$ cat src/rtl/program_counter.sv
// 65C02 program counter: 16-bit PC with increment, byte loads and relative branches
// that take an extra falling-edge cycle to fix up PCH when the branch crosses a page.
module program_counter #(
    parameter logic [15:0] RST_VAL = 16'h0000
) (
    input  logic        CLK,
    input  logic        RST,
    input  logic        INC,
    input  logic        LDL,
    input  logic        LDH,
    input  logic        BR,
    input  logic [7:0]  DIN,
    input  logic        OEL,
    input  logic        OEH,
    output logic [15:0] ADDR,
    output logic [7:0]  DOUT,
    output logic        BUSY,
    output logic        PAGEX
);

    typedef enum logic {IDLE, FIX} state_t;

    state_t      state_q, state_d;
    logic [7:0]  pcl_q, pcl_d;
    logic [7:0]  pch_q, pch_d;
    logic [7:0]  adj_q, adj_d;
    logic [8:0]  br_sum;
    logic        br_carry;
    logic        br_neg;

    always_ff @(negedge CLK or posedge RST) begin
        if (RST) begin
            state_q <= IDLE;
            pcl_q   <= RST_VAL[7:0];
            pch_q   <= RST_VAL[15:8];
            adj_q   <= 8'h00;
        end else begin
            state_q <= state_d;
            pcl_q   <= pcl_d;
            pch_q   <= pch_d;
            adj_q   <= adj_d;
        end
    end

    always_comb begin
        state_d  = state_q;
        pcl_d    = pcl_q;
        pch_d    = pch_q;
        adj_d    = adj_q;
        br_sum   = {1'b0, pcl_q} + {1'b0, DIN};
        br_carry = br_sum[8];
        br_neg   = DIN[7];
        case (state_q)
            IDLE: begin
                if (BR) begin
                    pcl_d = br_sum[7:0];
                    // Carry without a negative offset, or a negative offset without
                    // carry, means the target lives on the neighbouring page.
                    if (br_carry && !br_neg) begin
                        adj_d   = 8'h01;
                        state_d = FIX;
                    end else if (!br_carry && br_neg) begin
                        adj_d   = 8'hFF;
                        state_d = FIX;
                    end
                end else if (LDL || LDH) begin
                    if (LDL) pcl_d = DIN;
                    if (LDH) pch_d = DIN;
                end else if (INC) begin
                    {pch_d, pcl_d} = {pch_q, pcl_q} + 16'h0001;
                end
            end
            FIX: begin
                pch_d   = pch_q + adj_q;
                adj_d   = 8'h00;
                state_d = IDLE;
            end
            default: state_d = IDLE;
        endcase
    end

    assign ADDR  = {pch_q, pcl_q};
    assign BUSY  = (state_q == FIX);
    assign PAGEX = (state_q == FIX);
    assign DOUT  = OEL ? pcl_q : (OEH ? pch_q : 8'h00);

endmodule

$ cat config.mk
export PLATFORM = sky130hd
export DESIGN_NAME = program_counter
export DESIGN_NICKNAME = d
export VERILOG_FILES = /design/src/rtl/program_counter.sv
export SDC_FILE = /design/constraint.sdc
export NUM_CORES = 1
export LEC_CHECK = 0
export CORE_AREA = 2 2 69 71
export DETAILED_ROUTE_END_ITERATION = 16
export DIE_AREA = 0 0 71 73
export PLACE_DENSITY = 0.75
export SYNTH_ARGS = -nofsm -noshare
export SYNTH_HDL_FRONTEND = slang
export SYNTH_SLANG_ARGS = --single-unit
export TNS_END_PERCENT = 10
$ cat constraint.sdc
create_clock -name CLK -period 6.54 [get_ports CLK]
set_input_delay 1.308 -clock CLK [delete_from_list [all_inputs] [get_ports CLK]]
set_output_delay 1.308 -clock CLK [all_outputs]
set_load 0.02 [all_outputs]
-- Yosys cells after proc, flatten, opt, wreduce, memory -nomap -nowiden
Cells that the tools add are included.
- latch bits: 0
- output and inout port bits: 26
- logic and storage cells: 42
- flip-flop bits (word level): 25
- bits in read-only memories: 0
- memories kept: 0
- bits in writable memories: 0
- shifts and indexed selects: 0
- eq/ne operators: 6
- divide/modulo/power cells: 0
- bitwise operators: 1
- reduce and logical (&&, ||, !) cells: 9
- $add $sub $neg: 3
- magnitude comparators: 0
- muxes and demuxes: 19
- multipliers: 0
- operators with widths (operator ; count):
    8-bit 2-to-1 mux ; 13
    8-bit case mux with 2 select lines ; 2
    16-bit by 1-bit adder with 16-bit output (second input constant) ; 1
    3-bit inequality test (second input constant) ; 4
    8-bit by 8-bit adder with 9-bit output ; 1
    8-bit adder ; 1
    3-bit AND reduction ; 2
    2-bit inequality test (second input constant) ; 2
    1-bit 2-to-1 mux ; 3
    3-bit nonzero test ; 1
    1-bit logical AND ; 2
    1-bit logical NOT ; 2
    1-bit case mux with 2 select lines ; 1
    2-bit AND reduction ; 1
    1-bit logical OR ; 1
    1-bit NOT ; 1

-- Logic depth before layout (Yosys ltp)
Gate-level depths: netlist of run 1.
- depth in word-level cells: 7
- gate-level depth with buffers: 12
- mapped depth without buffers: 12

==> impl_metrics.json, run 1 <==
{
  "grt_usage_pct": 25.51,
  "root_buffer": "clkbuf_8",
  "die_h_um": 73,
  "syn_avg_cell_area_um2": 7.602,
  "drc_errors": 0,
  "pwr-share-seq_pct": 19.0,
  "ys_warn_count": 0,
  "hold_start": "adj_q[0]$_DFFE_NP0P_",
  "overflow": 0,
  "synth_fp_nets": 313,
  "core_mm2": 0.004536,
  "dp_hpwl_um": 5032,
  "io_buffer_count": 41,
  "diodes": 0,
  "drt_iter0_markers": 159,
  "cp_data_arrival_time_ns": 3.25,
  "clockPowerShare_pct": 6.3,
  "cts.sinks": 19,
  "worst_slew_pin_slew_ns": 0.7825,
  "fin_nets": 382,
  "critPathLaunchType": "primary input",
  "p_comb_share_pct": 74.7,
  "synth.top_cells.by_area": "dfrtn_1, ha_1, nand2_1",
  "clock_latency_ns": 0.28,
  "slew_headroom_pct": 47.78,
  "ctsHtreeMaxLevel": 1,
  "timing.rr.end": "adj_q[6]$_DFFE_NP0P_",
  "synth_top_cell_area_share_pct": 22.50,
  "maxCapViolations": 0,
  "p_switching_w": 0.0006967,
  "postRouteAntennaNets": 0,
  "clockBufferDepth": 2,
  "ios": 42,
  "ys_seq_area_share_pct": 22.50,
  "hold_depth": 2,
  "p_int_w": 0.0007341,
  "swShare_pct": 48.69,
  "wire_per_inst_um": 15.97,
  "fin_skew_ns": 0.003157,
  "fillerInstances": 411,
  "grt_max_degree": 20,
  "status": "finished clean",
  "cts_buffers": 3,
  "grt_pass1_wl_um": 10560,
  "synthCells": 278,
  "crit_path_end_kind": "flop",
  "r2r_cells": 11,
  "drt-pass1-iter-count": 4,
  "syn_area_mm2": 0.002113,
  "antenna_found_initial": 0,
  "hold_viol": 0,
  "via_per_inst": 5.840,
  "worstSetupPathType": "primary input to flop",
  "yosysUniqueCellTypes": 59,
  "rsz0062_at_grt": "false",
  "synth_edf_count": 0,
  "place_inst": 394,
  "timing.hold.ws_ns": 0.5315,
  "hp-class": "flop to flop",
  "report.final.slew_viol_count": 0,
  "wirelength_um": 6386,
  "setup_violations": 0,
  "place.gp.congestion": 0.9611,
  "synth_top_flop_cell": "dfrtn_1",
  "reg2reg_from": "pcl_q[0]$_DFFE_NP0P_",
  "reg2reg_slack_ns": 4.10,
  "synth-seq-cells": 19,
  "drive_above_1_share_pct": 16.76,
  "min_to": "adj_q[0]$_DFFE_NP0P_",
  "clk_pin_slew_ns": 0.05,
  "p_leak_nw": 1.226,
  "dieArea_mm2": 0.005183,
  "synthArstFlopShare_pct": 100.0,
  "ir_drop_mv": 0.2563,
  "cts_tree": "built",
  "total_power_w": 0.001431,
  "path_max_fanout": 3,
  "final_cell_count_no_fill": 400,
  "powerDensity_mw_per_mm2": 499.8,
  "syn2layout_area_growth_pct": 35.46,
  "worstPathRequired_ns": 3.40,
  "yosys.area.top_type": "dfrtn_1",
  "initial_core_util_pct": 46.59,
  "rows": 25,
  "setup_tns_ns": 0,
  "via_count": 2336,
  "grt_pass1_vias": 2189,
  "die_w_um": 71
}
-- cells in the mapped netlist (all sizes together) (5+ instances only) --
cell type / instances
nand2: 34
nor3: 14
inv: 19
dfrtn: 19
ha: 17
a211oi: 8
o21ai: 23
or3: 5
nor2: 22
xnor2: 7
buf: 7
nand3: 7
a21oi: 19
nor2b: 6
-- worst max-delay path by stage --
stage               startpoint                    to  slack, ns  cells past startpoint
global route            DIN[0]  adj_q[6]$_DFFE_NP0P_       0.02                     13
global placement        DIN[0]  adj_q[6]$_DFFE_NP0P_      -0.53                     13
detailed placement      DIN[0]  adj_q[6]$_DFFE_NP0P_      -0.60                     13
finish                  DIN[2]  adj_q[0]$_DFFE_NP0P_       0.15                     12
floorplan               DIN[0]  adj_q[6]$_DFFE_NP0P_       0.09                     11
CTS                     DIN[0]  adj_q[6]$_DFFE_NP0P_       0.03                     12
-- routing by layer --
layer,part of all wire (%),global-route usage (%)
met5,0,0
met4,2.0,8.386
met3,4.2,2.072
met2,51,44.13
met1,43,33.85
-- stage by stage --
step | util, % | instance area, um2 | setup slack (ns)
detailed placement | 61.27 | 2779 | -0.6016
floorplan | - | 2113 | 0.09037
global placement | 61.27 | 2779 | -0.5252
global route | 63.12 | 2863 | 0.01854
finish | 63.12 | 2863 | 0.1504
CTS | 62.73 | 2845 | 0.03435
-- layout make-up --
cell class,count,area [um2],share of cell area [%]
clock buffer,3,41.29,1.442
clock inverter,1,5.005,0.1748
inverter,19,71.32,2.491
multi-input combinational,229,1539,53.76
sequential,19,475.5,16.61
tap,54,67.56,2.360
timing repair buffer,75,663.1,23.16
-- worst max-delay path: stages --
cell,delay [ns]
clkdlybuf4s50_1,0.48
ha_1,0.24
nor2b_2,0.16
o21ai_2,0.15
a21oi_2,0.09
o21ai_2,0.14
a21oi_2,0.07
ha_1,0.31
nor2_2,0.05
buf_4,0.12
nor2_1,0.08
nor2_1,0.04
-- what timing repair did --
action,in CTS,in global routing
endpoints found under the setup margin,2,2
hold buffers,0,0
pin swaps,8,2
buffers inserted,2,0
resized for setup,7,5
cloned,0,0
-- layout by cell type, fill, tap and decap left out, types with 3 or more instances in the layout --
| master | netlist | final |
|---|---|---|
| clkdlybuf4s50_1 | 0 | 39 |
| nand2_1 | 34 | 34 |
| buf_4 | 1 | 34 |
| nor2_1 | 22 | 21 |
| dfrtn_1 | 19 | 19 |
| inv_1 | 19 | 18 |
| a21oi_1 | 19 | 17 |
| o21ai_0 | 17 | 16 |
| ha_1 | 17 | 16 |
| nor3_1 | 13 | 13 |
| xnor2_1 | 7 | 7 |
| a211oi_1 | 7 | 7 |
| nand3_1 | 6 | 6 |
| or3_1 | 5 | 5 |
| nor2b_1 | 6 | 5 |
| o21ai_1 | 6 | 5 |
| o21a_1 | 4 | 4 |
| o211ai_1 | 4 | 4 |
| o31a_1 | 4 | 4 |
| a21o_1 | 3 | 3 |
| and3_1 | 3 | 3 |
| xor2_1 | 3 | 3 |
| nor4_1 | 3 | 3 |
| a311oi_1 | 3 | 3 |
| clkbuf_8 | 0 | 3 |
-- power groups by stage --
stage          registers, W  logic, W  clock network [W]
4_1_cts            0.000271   0.00106          0.0000905
3_5_place_dp       0.000273   0.00104                  0
6_report           0.000272   0.00107          0.0000896
5_1_grt            0.000280   0.00118          0.0000958
2_1_floorplan      0.000334  0.000593                  0
3_3_place_gp       0.000271   0.00102                  0
-- state kept, by name, indices dropped and copies added (netlist names) --
signal and cells:
pch_q 8, pcl_q 8, adj_q 2, BUSY 1
-- logic make-up (layout without fill, tap and decap cells) --
logic type	after synthesis	in the layout	share of synthesized area, %
compound gates	87	87	27.77
xor+xnor	10	10	4.145
fa+ha+maj	19	19	11.96
buf+inv	30	98	5.862
flops	19	19	22.50
mux	1	1	0.4737
simple gates	112	112	27.30
Power figures use the tool's default switching activity.
==> run 2, diff against run 1 <==
--- a/config.mk
+++ b/config.mk
@@ -5,10 +5,10 @@
 export SDC_FILE = /design/constraint.sdc
 export NUM_CORES = 1
 export LEC_CHECK = 0
-export CORE_AREA = 2 2 69 71
+export CORE_AREA = 2 2 71 73
 export DETAILED_ROUTE_END_ITERATION = 16
-export DIE_AREA = 0 0 71 73
-export PLACE_DENSITY = 0.75
+export DIE_AREA = 0 0 73 75
+export PLACE_DENSITY = 0.74
 export SYNTH_ARGS = -nofsm -noshare
 export SYNTH_HDL_FRONTEND = slang
 export SYNTH_SLANG_ARGS = --single-unit
==> constraint.sdc (replaced) <==
create_clock -name CLK -period 5.3 [get_ports CLK]
set_input_delay 1.06 -clock CLK [delete_from_list [all_inputs] [get_ports CLK]]
set_output_delay 1.06 -clock CLK [all_outputs]
set_load 0.02 [all_outputs]
==> impl_metrics.json, run 2 (synthesis results as in run 1) <==
{
  "status": "finished clean",
  "place_inst": 421,
  "dp_slack_ns": -0.8563,
  "total_power_w": 0.001947,
  "setup_tns_ns": 0,
  "rows": 25,
  "place.gp.congestion": 1.014,
  "grt_pass1_vias": 2554,
  "ctsHtreeMaxLevel": 1,
  "cp_data_arrival_time_ns": 2.77,
  "grt_usage_pct": 28.35,
  "powerDensity_mw_per_mm2": 615.2,
  "dp_hpwl_um": 5867,
  "fin_skew_ns": 0.003633,
  "setup_violations": 0,
  "worstPathRequired_ns": 2.77,
  "syn2layout_area_growth_pct": 49.79,
  "clk_pin_slew_ns": 0.06,
  "postRouteAntennaNets": 0,
  "grt_max_degree": 20,
  "final_cell_count_no_fill": 428,
  "maxCapViolations": 0,
  "drc_errors": 0,
  "cts_buffers": 3,
  "reg2reg_from": "pcl_q[0]$_DFFE_NP0P_",
  "final_common_cell": "buf_4",
  "critPathLaunchType": "primary input",
  "via_per_inst": 5.864,
  "report.final.slew_viol_count": 0,
  "wirelength_um": 7446,
  "drt_iter0_markers": 168,
  "hold_viol": 0,
  "clockBufferDepth": 2,
  "hold_start": "adj_q[0]$_DFFE_NP0P_",
  "mostFrequentLayoutCells": "buf_4, nand2_1, clkdlybuf4s50_1",
  "slew_headroom_pct": 63.26,
  "io_buffer_count": 41,
  "largestRegisters": "pch_q: 8 flops, pcl_q: 8 flops, adj_q: 2 flops",
  "antenna_found_initial": 0,
  "p_leak_nw": 1.470,
  "rsz0062_at_grt": "true",
  "die_w_um": 73,
  "crit_path_end_kind": "flop",
  "wire_per_inst_um": 17.40,
  "fillerInstances": 424,
  "worst_slew_pin_slew_ns": 0.5491,
  "drt-pass1-iter-count": 4,
  "layout_setup_ws_ns": 0.002876,
  "path_max_fanout": 3,
  "drive_above_1_share_pct": 25.40,
  "initial_core_util_pct": 45.34,
  "cts_tree": "built",
  "timing.rr.end": "adj_q[6]$_DFFE_NP0P_",
  "reg2reg_slack_ns": 2.93,
  "root_buffer": "clkbuf_8",
  "cts.sinks": 19,
  "die_h_um": 75,
  "hold_depth": 2,
  "ios": 42,
  "core_mm2": 0.004661,
  "hp-class": "flop to flop",
  "r2r_cells": 12,
  "via_count": 2510,
  "fin_nets": 410,
  "overflow": 0,
  "ir_drop_mv": 0.2915,
  "grt_pass1_wl_um": 12020,
  "worstSetupPathType": "primary input to flop",
  "timing.hold.ws_ns": 0.5008,
  "min_to": "adj_q[0]$_DFFE_NP0P_",
  "clock_latency_ns": 0.27,
  "diodes": 0,
  "dieArea_mm2": 0.005475
}
==> run 2: cell types whose count changed in the layout (fill, tap and decap cells not counted), sizes merged <==
cell           delta
buf              +29
clkdlybuf4s50    -13
dlymetal6s2s      +7
dlygate4sd2       +3
clkdlybuf4s15     +2
==> run 2: where the power goes <==
part	internal [W]	total, W	switching (W)
registers	0.000227	0.000303	0.0000765
logic	0.000729	0.00153	0.000804
clock network	0.0000525	0.000111	0.0000583
==> run 2: worst max-delay path by stage <==
stage,from,slack (ns),cells past startpoint,to
global route,DIN[0],-0.13,12,adj_q[6]$_DFFE_NP0P_
detailed placement,DIN[0],-0.86,13,adj_q[6]$_DFFE_NP0P_
finish,DIN[0],0.003,12,adj_q[6]$_DFFE_NP0P_
floorplan,DIN[0],-0.15,11,adj_q[6]$_DFFE_NP0P_
global placement,DIN[0],-0.79,13,adj_q[6]$_DFFE_NP0P_
CTS,pch_q[7]$_DFFE_NP0P_,0.004,3,DOUT[7]
==> run 2: layout make-up <==
class                      instances  area [um2]  area share, %
multi-input combinational        229        1608          50.79
timing repair buffer             103       897.1          28.34
sequential                        19       475.5          15.02
inverter                          19       71.32          2.253
tap                               54       67.56          2.134
clock buffer                       3       41.29          1.304
clock inverter                     1       5.005         0.1581
==> run 2: per-layer routing <==
layer	global-route usage, %	vias to the layer above	share of wire [%]
met5	0	-	0
met4	11.11	0	2.2
met3	3.481	15	4.0
met2	51.15	53	50
met1	34.35	1216	43
li1	-	1226	-
==> run 2: critical path: stages <==
cell and delay [ns]:
buf_8 0.08, ha_4 0.13, inv_2 0.03, fa_2 0.38, nor2b_4 0.13, o21ai_2 0.08
a21oi_2 0.16, o21ai_2 0.08, a21oi_2 0.13, ha_1 0.28, nor2_4 0.16, a211oi_2 0.08
==> run 2: per-stage QoR <==
step           instance area, um2  util, %
4_1_cts                      3083    66.15
3_3_place_gp                 3003    64.43
2_1_floorplan                2135        -
6_report                     3166    67.92
5_1_grt                      3166    67.92
3_5_place_dp                 3003    64.43
==> run 2: what timing repair did <==
| action | in CTS | in global routing |
|---|---|---|
| endpoints found under the setup margin | 10 | 14 |
| gates cloned | 0 | 0 |
| hold buffers | 0 | 0 |
| setup buffers | 2 | 1 |
| pin swaps | 10 | 7 |
| gates resized for setup | 19 | 20 |
==> run 3, diff against run 2 <==
--- a/config.mk
+++ b/config.mk
@@ -6,8 +6,10 @@
 export NUM_CORES = 1
 export LEC_CHECK = 0
 export CORE_AREA = 2 2 71 73
+export CTS_CLUSTER_SIZE = 40
 export DETAILED_ROUTE_END_ITERATION = 16
 export DIE_AREA = 0 0 73 75
+export GPL_ROUTABILITY_DRIVEN = 0
 export PLACE_DENSITY = 0.74
 export SYNTH_ARGS = -nofsm -noshare
 export SYNTH_HDL_FRONTEND = slang
==> constraint.sdc (replaced) <==
create_clock -name CLK -period 5.3 [get_ports CLK]
set_input_delay 1.06 -clock CLK [delete_from_list [all_inputs] [get_ports CLK]]
set_output_delay 1.06 -clock CLK [all_outputs]
set_load 0.005 [all_outputs]
==> impl_metrics.json, run 3 (synthesis results as in run 1) <==
{
  "status": "complete, but fails checks",
  "violations": "negative setup slack",
  "antenna_found_initial": 0,
  "drt_iter0_markers": 193,
  "ctsHtreeMaxLevel": 1,
  "worstPathRequired_ns": 2.77,
  "min_to": "adj_q[0]$_DFFE_NP0P_",
  "diodes": 0,
  "p_switching_w": 0.0008383,
  "fin_skew_ns": 0.002001,
  "drive_above_1_share_pct": 26.84,
  "powerDensity_mw_per_mm2": 587.3,
  "io_buffer_count": 41,
  "regArea_um2": 475.5,
  "cp_data_arrival_time_ns": 2.78,
  "setup_violations": 2,
  "setup_tns_ns": -0.02870,
  "wirelength_um": 7308,
  "hp-class": "flop to flop",
  "reg2reg_from": "pcl_q[0]$_DFFE_NP0P_",
  "maxCapViolations": 0,
  "cts_buffers": 3,
  "clockPowerShare_pct": 5.9,
  "path_max_fanout": 3,
  "die_h_um": 75,
  "rows": 25,
  "report.final.slew_viol_count": 0,
  "path_cells": "buf_8, ha_4, inv_2, fa_2, nor2b_4, o21ai_2, a21oi_2, o21ai_2, a21oi_2, ha_1, nor2_2, a211oi_1",
  "pwr-share-seq_pct": 17.0,
  "grt_usage_pct": 27.73,
  "r2r_cells": 12,
  "crit_path_end_kind": "flop",
  "cts.sinks": 19,
  "rsz0062_at_grt": "true",
  "p_int_w": 0.001035,
  "clk_pin_slew_ns": 0.06,
  "root_buffer": "clkbuf_8",
  "via_per_inst": 5.906,
  "mostFrequentLayoutCells": "buf_4, nand2_1, clkdlybuf4s50_1",
  "design_area_mm2": 0.003189,
  "final_common_cell": "buf_4",
  "clock_latency_ns": 0.27,
  "wire_per_inst_um": 16.84,
  "die_w_um": 73,
  "grt_pass1_vias": 2506,
  "p_comb_share_pct": 77.1,
  "via_count": 2563,
  "drt-pass1-iter-count": 4,
  "p_leak_nw": 1.426,
  "swShare_pct": 44.75,
  "placed_cell_area_mm2": 0.002988,
  "largestRegisters": "pch_q: 8 flops, pcl_q: 8 flops, adj_q: 2 flops",
  "worstSetupPathType": "primary input to flop",
  "slew_headroom_pct": 62.69,
  "grt_pass1_wl_um": 11760,
  "timing.rr.end": "adj_q[6]$_DFFE_NP0P_",
  "fillerInstances": 396,
  "overflow": 0,
  "reg2reg_slack_ns": 2.91,
  "syn2layout_area_growth_pct": 50.92,
  "dp_hpwl_um": 5639,
  "ir_drop_mv": 0.2718,
  "postRouteAntennaNets": 0,
  "clockBufferDepth": 2,
  "multiInputGateArea_mm2": 0.001599,
  "layout_setup_ws_ns": -0.01676,
  "hold_depth": 2,
  "slowest_stage": "fa_2",
  "ios": 42,
  "hold_viol": 0,
  "cts_tree": "built",
  "dp_slack_ns": -0.8831,
  "dieArea_mm2": 0.005475,
  "ctsHoldBuffers": 0,
  "grt_max_degree": 20,
  "critPathLaunchType": "primary input",
  "worst_slew_pin_slew_ns": 0.5553,
  "hold_start": "adj_q[0]$_DFFE_NP0P_",
  "core_mm2": 0.004661,
  "total_power_w": 0.001873,
  "drc_errors": 0,
  "slowest_delay_ns": 0.38,
  "initial_core_util_pct": 45.34,
  "fin_util_pct": 68.43,
  "fin_nets": 416
}
-- run 3: cell types whose count changed in the layout (fill, tap and decap cells not counted), moves of 2 or more --
cell | previous run | this run
nor2_4 | 2 | 0
dlygate4sd2_1 | 5 | 3
buf_4 | 61 | 66
clkdlybuf4s50_1 | 26 | 33
dlymetal6s2s_1 | 7 | 2
-- run 3: critical path: cells and delay by family --
| family | cells | cell delay (ns) |
|---|---|---|
| AO/OA/AOI/OAI | 5 | 0.57 |
| buffers and inverters | 2 | 0.12 |
| AND/OR/NAND/NOR | 2 | 0.26 |
| adder cells (fa/ha/maj) | 3 | 0.78 |
-- run 3: cell type report --
cell class              count  share of cell area, %
clock buffers               4                  1.412
repair buffers            109                  29.19
well taps                  54                  2.118
multi-input cells         229                  50.14
flip-flops and latches     19                  14.91
inverters                  19                  2.236
-- run 3: through the flow --
step                instances  hold slack [ns]
floorplan                 278           0.4309
global placement          419           0.4636
detailed placement        419           0.4742
CTS                       434           0.4671
global route              434           0.5039
finish                    434           0.4676
-- run 3: what timing repair did --
action	4_1_cts	5_1_grt
buffers inserted	11	1
endpoints found under the setup margin	7	9
pin swaps	13	5
gates resized for setup	24	9
-- run 3: power by group through the flow --
stage	clock network [W]	registers, W	logic [W]
finish	0.000111	0.000318	0.00144
floorplan	0	0.000340	0.000713
global placement	0	0.000314	0.00128
CTS	0.000107	0.000314	0.00141
global route	0.000114	0.000323	0.00158
detailed placement	0	0.000314	0.00131
-- run 3: worst max-delay path by stage --
| stage | start | endpoint |
|---|---|---|
| floorplan | DIN[0] | adj_q[6]$_DFFE_NP0P_ |
| global placement | DIN[0] | adj_q[6]$_DFFE_NP0P_ |
| detailed placement | DIN[0] | adj_q[6]$_DFFE_NP0P_ |
| CTS | DIN[0] | pcl_q[4]$_DFFE_NP0P_ |
| global route | DIN[0] | adj_q[0]$_DFFE_NP0P_ |
| finish | DIN[0] | adj_q[6]$_DFFE_NP0P_ |
-- run 3: layer usage --
metal	track usage (%)	vias up	part of all wire, %
met3	4.284	23	4.6
met4	10.91	0	3.3
met1	34.24	1221	41
li1	-	1237	-
met5	0	-	0
met2	48.55	82	51
